[src/rtl/reg_wb_arbiter.sv]
// rtl/reg_wb_arbiter.sv - writeback arbiter: three per-requester FIFOs sharing one register file write port
// Optional round-robin arbitration with WB_ARB_RR_EN; fixed priority req0 > req1 > req2 otherwise.
module reg_wb_arbiter #(
   parameter int DATA_W     = 32,
   parameter int ADDR_W     = 5,
   parameter int FIFO_DEPTH = 2
) (
   input  logic                  clk_i,
   input  logic                  rst_i,
   input  logic [2:0]            req_valid_i,
   output logic [2:0]            req_ready_o,
   input  logic [3*ADDR_W-1:0]   req_addr_i,
   input  logic [3*DATA_W-1:0]   req_data_i,
   input  logic [ADDR_W-1:0]     RSaddr_i,
   input  logic [ADDR_W-1:0]     RTaddr_i,
   output logic                  RegWrite_o,
   output logic [ADDR_W-1:0]     RDaddr_o,
   output logic [DATA_W-1:0]     RDdata_o,
   output logic [2:0]            grant_o,
   output logic                  hazard_o,
   output logic                  busy_o
);

   localparam int PW = $clog2(FIFO_DEPTH);
   localparam int CW = PW + 1;

   logic [ADDR_W-1:0] fa_q [3][FIFO_DEPTH];
   logic [DATA_W-1:0] fd_q [3][FIFO_DEPTH];
   logic [PW-1:0]     wp_q [3];
   logic [PW-1:0]     rp_q [3];
   logic [CW-1:0]     cnt_q [3];

   logic [2:0]        full;
   logic [2:0]        nonempty;
   logic [2:0]        push;
   logic [2:0]        grant_d;
   logic [ADDR_W-1:0] win_addr;
   logic [DATA_W-1:0] win_data;

   logic              regwrite_q;
   logic [ADDR_W-1:0] rdaddr_q;
   logic [DATA_W-1:0] rddata_q;
   logic [2:0]        grant_q;

   always_comb begin
      full     = '0;
      nonempty = '0;
      for (int k = 0; k < 3; k++) begin
         full[k]     = (cnt_q[k] == CW'(FIFO_DEPTH));
         nonempty[k] = (cnt_q[k] != '0);
      end
   end

   assign req_ready_o = ~full;
   assign push        = req_valid_i & ~full;

`ifdef WB_ARB_RR_EN
   logic [1:0] rr_q;
   logic [1:0] rr_d;
   logic [2:0] sum;
   logic [1:0] idx;
   logic       found;

   // Search starts at rr_q and wraps modulo 3; pointer only moves on a grant.
   always_comb begin
      grant_d = '0;
      rr_d    = rr_q;
      found   = 1'b0;
      sum     = '0;
      idx     = '0;
      for (int i = 0; i < 3; i++) begin
         sum = {1'b0, rr_q} + 3'(i);
         idx = (sum >= 3'd3) ? 2'(sum - 3'd3) : sum[1:0];
         if (!found && nonempty[idx]) begin
            grant_d[idx] = 1'b1;
            rr_d         = (idx == 2'd2) ? 2'd0 : idx + 2'd1;
            found        = 1'b1;
         end
      end
   end

   always_ff @(posedge clk_i or posedge rst_i) begin
      if (rst_i) rr_q <= '0;
      else       rr_q <= rr_d;
   end
`else
   always_comb begin
      grant_d    = '0;
      grant_d[0] = nonempty[0];
      grant_d[1] = nonempty[1] & ~nonempty[0];
      grant_d[2] = nonempty[2] & ~(|nonempty[1:0]);
   end
`endif

   always_comb begin
      win_addr = '0;
      win_data = '0;
      for (int k = 0; k < 3; k++) begin
         if (grant_d[k]) begin
            win_addr = fa_q[k][rp_q[k]];
            win_data = fd_q[k][rp_q[k]];
         end
      end
   end

   // Storage needs no reset: validity is carried entirely by the counts.
   always_ff @(posedge clk_i) begin
      for (int k = 0; k < 3; k++) begin
         if (push[k]) begin
            fa_q[k][wp_q[k]] <= req_addr_i[k*ADDR_W +: ADDR_W];
            fd_q[k][wp_q[k]] <= req_data_i[k*DATA_W +: DATA_W];
         end
      end
   end

   always_ff @(posedge clk_i or posedge rst_i) begin
      if (rst_i) begin
         for (int k = 0; k < 3; k++) begin
            wp_q[k]  <= '0;
            rp_q[k]  <= '0;
            cnt_q[k] <= '0;
         end
      end else begin
         for (int k = 0; k < 3; k++) begin
            if (push[k])    wp_q[k] <= wp_q[k] + PW'(1);
            if (grant_d[k]) rp_q[k] <= rp_q[k] + PW'(1);
            cnt_q[k] <= cnt_q[k] + CW'(push[k]) - CW'(grant_d[k]);
         end
      end
   end

   always_ff @(posedge clk_i or posedge rst_i) begin
      if (rst_i) begin
         regwrite_q <= 1'b0;
         rdaddr_q   <= '0;
         rddata_q   <= '0;
         grant_q    <= '0;
      end else begin
         grant_q    <= grant_d;
         regwrite_q <= (|grant_d) && (win_addr != '0);
         if (|grant_d) begin
            rdaddr_q <= win_addr;
            rddata_q <= win_data;
         end
      end
   end

   assign RegWrite_o = regwrite_q;
   assign RDaddr_o   = rdaddr_q;
   assign RDdata_o   = rddata_q;
   assign grant_o    = grant_q;
   assign busy_o     = (|nonempty) | regwrite_q;

   // An entry is live when its offset from the read pointer is below the count.
   always_comb begin
      logic [PW-1:0]     off;
      logic [ADDR_W-1:0] a;
      hazard_o = 1'b0;
      off      = '0;
      a        = '0;
      for (int k = 0; k < 3; k++) begin
         for (int i = 0; i < FIFO_DEPTH; i++) begin
            off = PW'(i) - rp_q[k];
            a   = fa_q[k][i];
            if ({1'b0, off} < cnt_q[k]) begin
               if ((RSaddr_i != '0 && RSaddr_i == a) || (RTaddr_i != '0 && RTaddr_i == a))
                  hazard_o = 1'b1;
            end
         end
      end
      if (regwrite_q) begin
         if ((RSaddr_i != '0 && RSaddr_i == rdaddr_q) || (RTaddr_i != '0 && RTaddr_i == rdaddr_q))
            hazard_o = 1'b1;
      end
   end

endmodule

[config.mk]
export PLATFORM = sky130hd
export DESIGN_NAME = reg_wb_arbiter
export DESIGN_NICKNAME = d
export VERILOG_FILES = /design/src/rtl/reg_wb_arbiter.sv
export SDC_FILE = /design/constraint.sdc
export NUM_CORES = 1
export LEC_CHECK = 0
export BUFFER_PORTS_ARGS = -buffer_cell sky130_fd_sc_hd__clkbuf_2
export CORE_AREA = 3 3 154 156
export CTS_CLUSTER_SIZE = 8
export DETAILED_ROUTE_END_ITERATION = 8
export DIE_AREA = 0 0 157 159
export MAX_ROUTING_LAYER = met4
export PLACE_DENSITY = 0.74
export SLEW_MARGIN = 20
export SYNTH_ARGS = -nofsm -noshare
export SYNTH_HDL_FRONTEND = slang
export SYNTH_SLANG_ARGS = --single-unit
[constraint.sdc]
create_clock -name clk_i -period 2.6 [get_ports clk_i]
set_input_delay 0.39 -clock clk_i [delete_from_list [all_inputs] [get_ports clk_i]]
set_output_delay 0.39 -clock clk_i [all_outputs]
set_load 0.1 [all_outputs]
==> impl_metrics.yaml, run 1 <==
critical_path:
  critical_path_arrival_ns: 2.20
  crit_chain: "clkbuf_2, or4_4, nor2_4, buf_12, o32ai_2, o21ai_1, nand4_1, or3_4, buf_12"
  worstPathRequired_ns: 2.21
  cp-startpoint: "RTaddr_i[1]"
  endpoint_kind: "primary output"
  critPathSlowestCell: "or4_4"
  crit_type: "primary input to primary output"
  slowest_delay_ns: 0.55
  crit_top_cell: "buf_12"
  critPathMaxFanout: 7
  r2r_start: "cnt_q[5]$_DFF_PP0_"
  start_kind: "primary input"
cts:
  clock_latency_ns: 0.52
  cts_root_buffer: "clkbuf_16"
  cts_htree_levels: 2
  cts_sinks: 275
  cts_inserted_buffers: 40
  clockBufferDepth: 3
  cts_tree: "done"
  clk_pin_slew_ns: 0.05
run_status:
  violations: "hold timing"
  status: "complete, but fails checks"
grt:
  grt_remaining_overflow: 0
  grt_pass1_wl_mm: 42.6
  grt_max_degree: 34
  grt_pass1_vias: 7490
  grt.total_usage_pct: 23.0
  antenna_found_initial: 4
detailed_routing:
  first_pass_iters: 6
  routed_via_density: 5.63
  first_iter_violations: 496
  drc_errors: 0
  wl_per_cell_um: 22.5
  vias: 6941
  antenna_left: 0
  routed_wl_mm: 27.8
cells_and_area:
  layout-drive-gt1-share_pct: 33.7
  final_cells: 1233
  nets: 1043
  regArea_um2: 8000
  multi_input_area_um2: 3140
  area.growth.synth_to_final_pct: 24.0
  final_cell_mix: "222 x edfxtp_1, 169 x clkbuf_2, 71 x xnor2_1"
  post-route-util_pct: 61.7
  layout.cells.most_common: "edfxtp_1"
  fill_cells: 1681
sta:
  skew_ns: 0.0150
  tightest_slew_ns: 0.751
  finalHoldViolCount: 9
  slew_headroom_pct: 49.9
  timing.hold.ws_ns: -0.0256
  setup_slack_ns: 0.0127
  min_period_ns: 2.59
  max_freq_ghz: 0.387
  rsz0062_at_grt: "true"
  min_period_over_period_pct: 99.5
  drv_slew: 0
  setup_violations: 0
floorplanning:
  ios: 172
  core_area_um2: 22500
  num_rows: 55
  initial_core_util_pct: 49.8
  fp.dieH_um: 159
  die_area_um2: 25000
  die_width_um: 157
power:
  p_leak_uw: 0.00538
  finalPower_uw: 17900
  max-vdd-ir-drop_mv: 1.10
  powerDensity_nw_per_um2: 1280
synth:
  synth_enable_flop_cells: 222
  synth_area_per_cell_um2: 15.9
  synth-async-reset-ratio_pct: 19.3
  synth_area_um2: 11200
  synth-seq-cells: 275
  synthCells: 706
  ys_seq_area_share_pct: 71.3
  yosys_warnings: 0
  syn_nets: 836
  ys.flop_type: "edfxtp_1"
  ys_types: 37
run:
  max_cap_viol_count: 0
placement:
  io_buffer_count: 171
  gp_congestion: 0.935
  dp_hpwl_mm: 18.3
  place_ws_ns: -0.00198
  dp.cells: 1153
hold_path:
  min_path_type: "primary input to asynchronous set/reset pin"
cell usage after synthesis (2+ instances only):
master | count | area share [%]
a211oi_1 | 4 | 0.27
inv_1 | 5 | 0.17
nand3b_1 | 2 | 0.13
clkbuf_1 | 24 | 0.80
xnor2_1 | 71 | 5.5
a21oi_1 | 5 | 0.22
nor4_1 | 2 | 0.11
a22oi_1 | 31 | 2.1
xor2_1 | 8 | 0.63
nand3_1 | 19 | 0.85
buf_6 | 3 | 0.30
dfrtp_1 | 53 | 12
a21o_1 | 35 | 2.3
nor2b_1 | 6 | 0.34
mux2_2 | 38 | 3.8
nor3_1 | 3 | 0.13
o21ai_1 | 4 | 0.18
buf_2 | 10 | 0.45
nand2b_1 | 5 | 0.28
nand4_1 | 4 | 0.22
ha_1 | 4 | 0.45
nor2_1 | 12 | 0.40
edfxtp_1 | 222 | 59
and3_1 | 3 | 0.17
a222oi_1 | 6 | 0.54
a32oi_1 | 31 | 2.4
mux2i_1 | 35 | 3.1
nand2_1 | 44 | 1.5
and2_1 | 2 | 0.11
buf_1 | 4 | 0.13
o32ai_1 | 5 | 0.39
logic make-up (layout without fill, tap and decap cells):
| logic type | Yosys count | after routing | share of synthesized area, % |
|---|---|---|---|
| DFF | 275 | 275 | 71.3 |
| AOI/OAI and AO/OA | 123 | 123 | 8.59 |
| and+or+nand+nor | 106 | 106 | 4.67 |
| xor gates and xnor gates | 79 | 79 | 6.17 |
| muxes | 73 | 73 | 6.95 |
| buffers and inverters | 46 | 284 | 1.85 |
| adders and majority gates | 4 | 4 | 0.447 |
| other | 0 | 4 | 0 |
power by group:
part / switching (uW) / internal, uW / leakage [uW]
sequential: 639 / 6070 / 0.00270
clock: 1830 / 2900 / 0.000552
combinational: 4620 / 1800 / 0.00213
total: 7090 / 10800 / 0.00538
worst max-delay path, delay by kind of cell:
family | cells | cell delay (ns)
AND/OR/NAND/NOR | 4 | 1.14
buffers and inverters | 3 | 0.41
AO/OA/AOI/OAI | 2 | 0.25
flip-flops by register name (all words and copies together) (netlist names):
signal      count
rp_q            3
RegWrite_o      1
wp_q            3
RDdata_o       32
cnt_q           6
grant_o         3
fd_q          192
RDaddr_o        5
fa_q           30
repair_timing:
item | 4_1_cts | 5_1_grt
hold buffers | 0 | 0
gates resized for setup | 0 | 8
buffers inserted | 0 | 3
pin swaps | 3 | 7
endpoints found under the setup margin | 1 | 1
final cells by class:
class	instances	share of cell area [%]
Clock inverter	4	0.360
Tap cell	285	2.57
Inverter	5	0.135
Sequential cell	275	57.6
Multi-Input combinational cell	385	22.6
Antenna cell	4	0.0720
Clock buffer	69	7.99
Timing Repair Buffer	206	8.72
worst paths after layout:
path	end	slack, ns	cells past startpoint
setup / recovery	hazard_o	0.01	9
hold / removal	grant_o[1]$_DFF_PP0_	-0.03	2
setup reg to reg	RDdata_o[19]$_DFFE_PP0P_	0.27	7
hold reg to reg	RDdata_o[28]$_DFFE_PP0P_	0.47	1
max in group asynchronous	RDdata_o[1]$_DFFE_PP0P_	2.00	3
min in group clk_i	fd_q[0][133]$_DFFE_PP_	0.06	1
through the flow:
step | TNS [ns] | hold WS (ns) | cell area (um^2)
floorplan | 0 | 0.489 | 11200
global placement | 0 | 0.460 | 12600
detailed placement | -0.00198 | 0.465 | 12600
CTS | 0 | 0.0121 | 13800
global route | -0.0749 | 0.0389 | 13900
finish | 0 | -0.0256 | 13900
metal layers:
| layer | track usage, % | wire (um) | vias up |
|---|---|---|---|
| met5 | - | 0 | - |
| met1 | 29.5 | 11500 | 3456 |
| met2 | 36.2 | 13300 | 270 |
| met4 | 7.16 | 728 | 0 |
| li1 | - | - | 3151 |
| met3 | 5.98 | 2230 | 64 |
No activity file was read; power rests on OpenSTA's default activity.
==> inputs of run 2 (changes only) <==
Settings changed: CORE_AREA 3 3 154 156 to 3 3 153 155, DIE_AREA 0 0 157 159 to 0 0 156 158, PLACE_DENSITY 0.74 to 0.75.
==> run 2 against run 1 <==
Effect of this change:
- the run now ends clean
- largest cell class unchanged
- cell count shrank 0.97%
- critical endpoint unchanged
- combinational power fell by 1%
- routed wire length decreased by 2.9%
- highest routed layer unchanged
- via count is 0.66% higher
- critical path depth unchanged
- flip-flop and latch count did not move
- register-to-register slack got worse by 0.04 ns
- setup slack worse by 0.0085 ns
- clock power increased by 2%
- first-iteration DRC count is 21% lower
- core utilization increased by 1.6 points
==> impl_metrics.yaml, run 2 (synthesized netlist as in run 1, its figures left out) <==
critical_path:
  crit_type: "primary input to primary output"
  r2r_slack_ns: 0.23
  r2r_start: "cnt_q[4]$_DFF_PP0_"
  slowest_delay_ns: 0.54
  crit_top_cell: "buf_12"
  critPathSlowestCell: "or4_4"
  cp-startpoint: "RTaddr_i[1]"
  critical_path_arrival_ns: 2.21
  crit_buf_inv: 3
  critPathMaxFanout: 7
  worstPathRequired_ns: 2.21
  crit_chain: "clkbuf_2, or4_4, nor2_4, buf_12, o32ai_2, o21ai_1, nand4_1, or3_4, buf_12"
  endpoint_kind: "primary output"
  cp_top_family: "simple AND/OR/NAND/NOR gates"
  start_kind: "primary input"
cts:
  clockBufferDepth: 3
  clock_latency_ns: 0.51
  cts_root_buffer: "clkbuf_16"
  cts_tree: "done"
  cts_inserted_buffers: 40
  cts_htree_levels: 2
  cts_sinks: 275
  clk_pin_slew_ns: 0.05
power:
  switching_share_pct: 38.8
  max-vdd-ir-drop_mv: 0.855
  p_int_uw: 10900
  p_leak_uw: 0.00537
  powerDensity_nw_per_um2: 1290
  power_switching_uw: 6940
  combinationalPowerShare_pct: 35.5
  clock_power_share_pct: 27.0
  pwr-share-seq_pct: 37.5
floorplanning:
  core_area_um2: 22000
  initial_core_util_pct: 51.0
  die_area_um2: 24600
  ios: 172
  die_width_um: 156
  fp.dieH_um: 158
  num_rows: 54
run_status:
  status: "completed"
run:
  max_cap_viol_count: 0
grt:
  grt.met2_usage_pct: 34.7
  antenna_found_initial: 4
  grt_max_degree: 38
  grt_pass1_wl_mm: 40.4
  grt_use_met1_pct: 28.7
  grt.total_usage_pct: 22.4
  grt_pass1_vias: 7147
  grt_remaining_overflow: 0
  busiest_layer: "met2"
  use_met3_pct: 5.30
cells_and_area:
  area.growth.synth_to_final_pct: 24.1
  final_cell_mix: "222 x edfxtp_1, 169 x clkbuf_2, 71 x xnor2_1"
  largest_reg_flops: 192
  layout-drive-gt1-share_pct: 33.3
  final_cells: 1221
  nets: 1037
  layout.cells.most_common: "edfxtp_1"
placement:
  dp.cells: 1143
  gp_congestion: 0.883
  place_ws_ns: -0.000741
  io_buffer_count: 171
  dp_hpwl_mm: 17.7
detailed_routing:
  antenna_left: 0
  routed_wl_mm: 27.0
  first_pass_iters: 7
  routed_via_density: 5.72
  first_iter_violations: 392
  drc_errors: 0
  wl_per_cell_um: 22.1
  vias: 6987
sta:
  skew_ns: 0.0117
  setup_slack_ns: 0.00421
  rsz0062_at_grt: "true"
  setup_violations: 0
  setup-tns-final_ns: 0
  finalHoldViolCount: 0
  slew_headroom_pct: 61.6
  tightest_slew_ns: 0.578
  max_freq_ghz: 0.385
  min_period_over_period_pct: 99.8
  min_period_ns: 2.60
  drv_slew: 0
hold_path:
  worstHoldStart: "req_data_i[87]"
  min_path_type: "primary input to flop"
## run 2: cell types whose count changed in the layout (fill, tap and decap cells not counted), sizes merged
cell,delta
buf,-7
bufinv,+1
clkbuf,+1
clkinv,-1
dlygate4sd3,+1
inv,-2
## run 2: layout make-up
type                       count  area [um^2]
antenna                        4         10.0
multi-input combinational    385         3140
inverter                       5         18.8
tap                          280          350
sequential                   275         8000
timing repair buffer         200         1180
clock inverter                 2         46.3
clock buffer                  70         1160
fill                        1544         8050
## run 2: final timing paths
check	end	depth (start not counted)
worst max-delay path	hazard_o	9
max in group asynchronous	rp_q[1]$_DFFE_PP0P_	4
worst min-delay path	fd_q[0][151]$_DFFE_PP_	1
worst min register to register	RDdata_o[28]$_DFFE_PP0P_	1
min in group asynchronous	cnt_q[5]$_DFF_PP0_	3
worst max register to register	RDdata_o[14]$_DFFE_PP0P_	8
## run 2: routing by layer
metal  vias to the layer above  wire (um)
met5                         -          0
met4                         0       1030
met3                        81       2290
met2                       343      12600
met1                      3435      11000
li1                       3128          -
## run 2: power groups by stage
stage / Sequential [uW] / Combinational, uW / Clock, uW
after global placement: 6720 / 6290 / 0
after floorplan: 8780 / 2670 / 0
final: 6710 / 6340 / 4830
after global routing: 6820 / 6700 / 5130
after detailed placement: 6770 / 6350 / 0
after CTS: 6700 / 6370 / 4920
## run 2: what timing repair did
item                                    4_1_cts  5_1_grt
setup buffers                                 0        1
endpoints found under the setup margin        0        1
gates resized for setup                       0        9
hold buffers                                  1        0
endpoints found under the hold margin        17        0
## run 2: metrics by stage
stage                     instance area, um^2  hold slack [ns]  total power, uW  utilization, %
after floorplan                         11200            0.489            11400               -
after global placement                  12600            0.408            13000            57.4
after detailed placement                12600            0.409            13100            57.4
after CTS                               13800           0.0488            18000            62.9
after global routing                    13900           0.0535            18600            63.3
final                                   13900           0.0727            17900            63.3
==> inputs of run 3 (changes only) <==
Settings changed: PLACE_DENSITY 0.75 to default, PLACE_DENSITY_LB_ADDON from default to 0.3.
==> run 3 against run 2 <==
Effect of this change:
- critical path depth did not move
- clock-buffer cell count shrank 2
- flip-flop and latch count is the same
- non-clock buffer count rose by 6
- sequential power hardly changed
- highest routed layer unchanged
==> impl_metrics.yaml, run 3 (synthesized netlist as in run 1, its figures left out) <==
cells_and_area:
  fill_cells: 1664
  layout-drive-gt1-share_pct: 33.8
  post-route-util_pct: 63.5
  final_cell_mix: "222 x edfxtp_1, 168 x clkbuf_2, 71 x xnor2_1"
  layout.cells.most_common: "edfxtp_1"
  nets: 1043
  final_cells: 1224
  largest_reg_flops: 192
  area.growth.synth_to_final_pct: 24.4
cts:
  cts_inserted_buffers: 40
  cts_sinks: 275
  cts_tree: "done"
  clockBufferDepth: 3
  cts_htree_levels: 2
  cts_root_buffer: "clkbuf_16"
  clock_latency_ns: 0.52
  clk_pin_slew_ns: 0.06
power:
  powerDensity_nw_per_um2: 1280
  max-vdd-ir-drop_mv: 0.888
  finalPower_uw: 17900
  p_leak_uw: 0.00540
run_status:
  status: "completed"
floorplanning:
  fp.dieH_um: 158
  die_width_um: 156
  ios: 172
  die_area_um2: 24600
  core_area_um2: 22000
  initial_core_util_pct: 51.0
  num_rows: 54
grt:
  grt.total_usage_pct: 22.7
  grt_pass1_wl_mm: 41.2
  grt_remaining_overflow: 0
  antenna_found_initial: 2
  grt_pass1_vias: 7323
  grt_max_degree: 34
detailed_routing:
  routed_wl_mm: 27.1
  wl_per_cell_um: 22.1
  drc_errors: 0
  vias: 6967
  routed_via_density: 5.69
  first_iter_violations: 437
  antenna_left: 0
  first_pass_iters: 6
sta:
  setup-tns-final_ns: 0
  slew_headroom_pct: 61.1
  tightest_slew_ns: 0.585
  setup_violations: 0
  min_period_ns: 2.59
  rsz0062_at_grt: "true"
  skew_ns: 0.0142
  min_period_over_period_pct: 99.6
  max_freq_ghz: 0.386
  timing.hold.ws_ns: 0.0603
  drv_slew: 0
  finalHoldViolCount: 0
critical_path:
  r2r_start: "cnt_q[5]$_DFF_PP0_"
  endpoint_kind: "primary output"
  crit_type: "primary input to primary output"
  critPathMaxFanout: 4
  start_kind: "primary input"
  critical_path_arrival_ns: 2.20
  cp-startpoint: "RTaddr_i[4]"
  worstPathRequired_ns: 2.21
placement:
  gp_congestion: 0.897
  io_buffer_count: 171
  dp.cells: 1146
  dp_hpwl_mm: 18.0
run:
  max_cap_viol_count: 0
hold_path:
  worstHoldStart: "req_addr_i[7]"
  min_path_type: "primary input to flop"
## run 3: per-layer routing
layer	up-vias	share of wire, %	global-route usage, %
li1	3143	-	-
met1	3493	40	28.0
met2	272	50	37.3
met3	59	7.1	4.70
met4	0	3.0	8.28
met5	-	0	-
## run 3: final cells by class
class / count / area, um^2 / area share (%)
Sequential cell: 275 / 8000 / 57.4
Multi-Input combinational cell: 385 / 3140 / 22.5
Timing Repair Buffer: 206 / 1220 / 8.78
Clock buffer: 68 / 1130 / 8.08
Tap cell: 280 / 350 / 2.51
Clock inverter: 3 / 76.3 / 0.547
Inverter: 5 / 18.8 / 0.135
Antenna cell: 2 / 5.00 / 0.0359
## run 3: metrics by stage
step                      setup slack (ns)  cell area [um^2]
after floorplan                     0.0397             11200
after global placement              0.0595             12600
after detailed placement            0.0285             12600
after CTS                         0.000690             13800
after global routing               -0.0569             13900
final                               0.0109             13900
## run 3: critical path, stage by stage
cell and delay (ns):
buf_6 0.09, or4_4 0.54, nor2_4 0.16, buf_12 0.13, o32ai_2 0.09, o21ai_1 0.15, nand4_1 0.12, or3_4 0.35
buf_12 0.17
## run 3: worst paths after layout
path                                                 end  slack [ns]  depth (start not counted)
worst max register to register  RDdata_o[17]$_DFFE_PP0P_        0.26                          7
worst min register to register  RDdata_o[22]$_DFFE_PP0P_        0.47                          1
max in group asynchronous       RDdata_o[27]$_DFFE_PP0P_        1.45                          4
worst min-delay path               fa_q[0][17]$_DFFE_PP_        0.06                          1
min in group asynchronous             cnt_q[5]$_DFF_PP0_        0.46                          3
worst max-delay path                            hazard_o        0.01                          9
## run 3: report_power, final
part / leakage [uW] / switching, uW / internal [uW]
sequential: 0.00270 / 651 / 6070
combinational: 0.00213 / 4570 / 1800
clock: 0.000570 / 1780 / 3040
## run 3: repair_timing
item	in CTS	in global routing
hold buffers	1	0
setup endpoints to repair	2	2
pin swaps	3	12
gates resized for setup	0	11
endpoints found under the hold margin	21	0
setup buffers	0	4
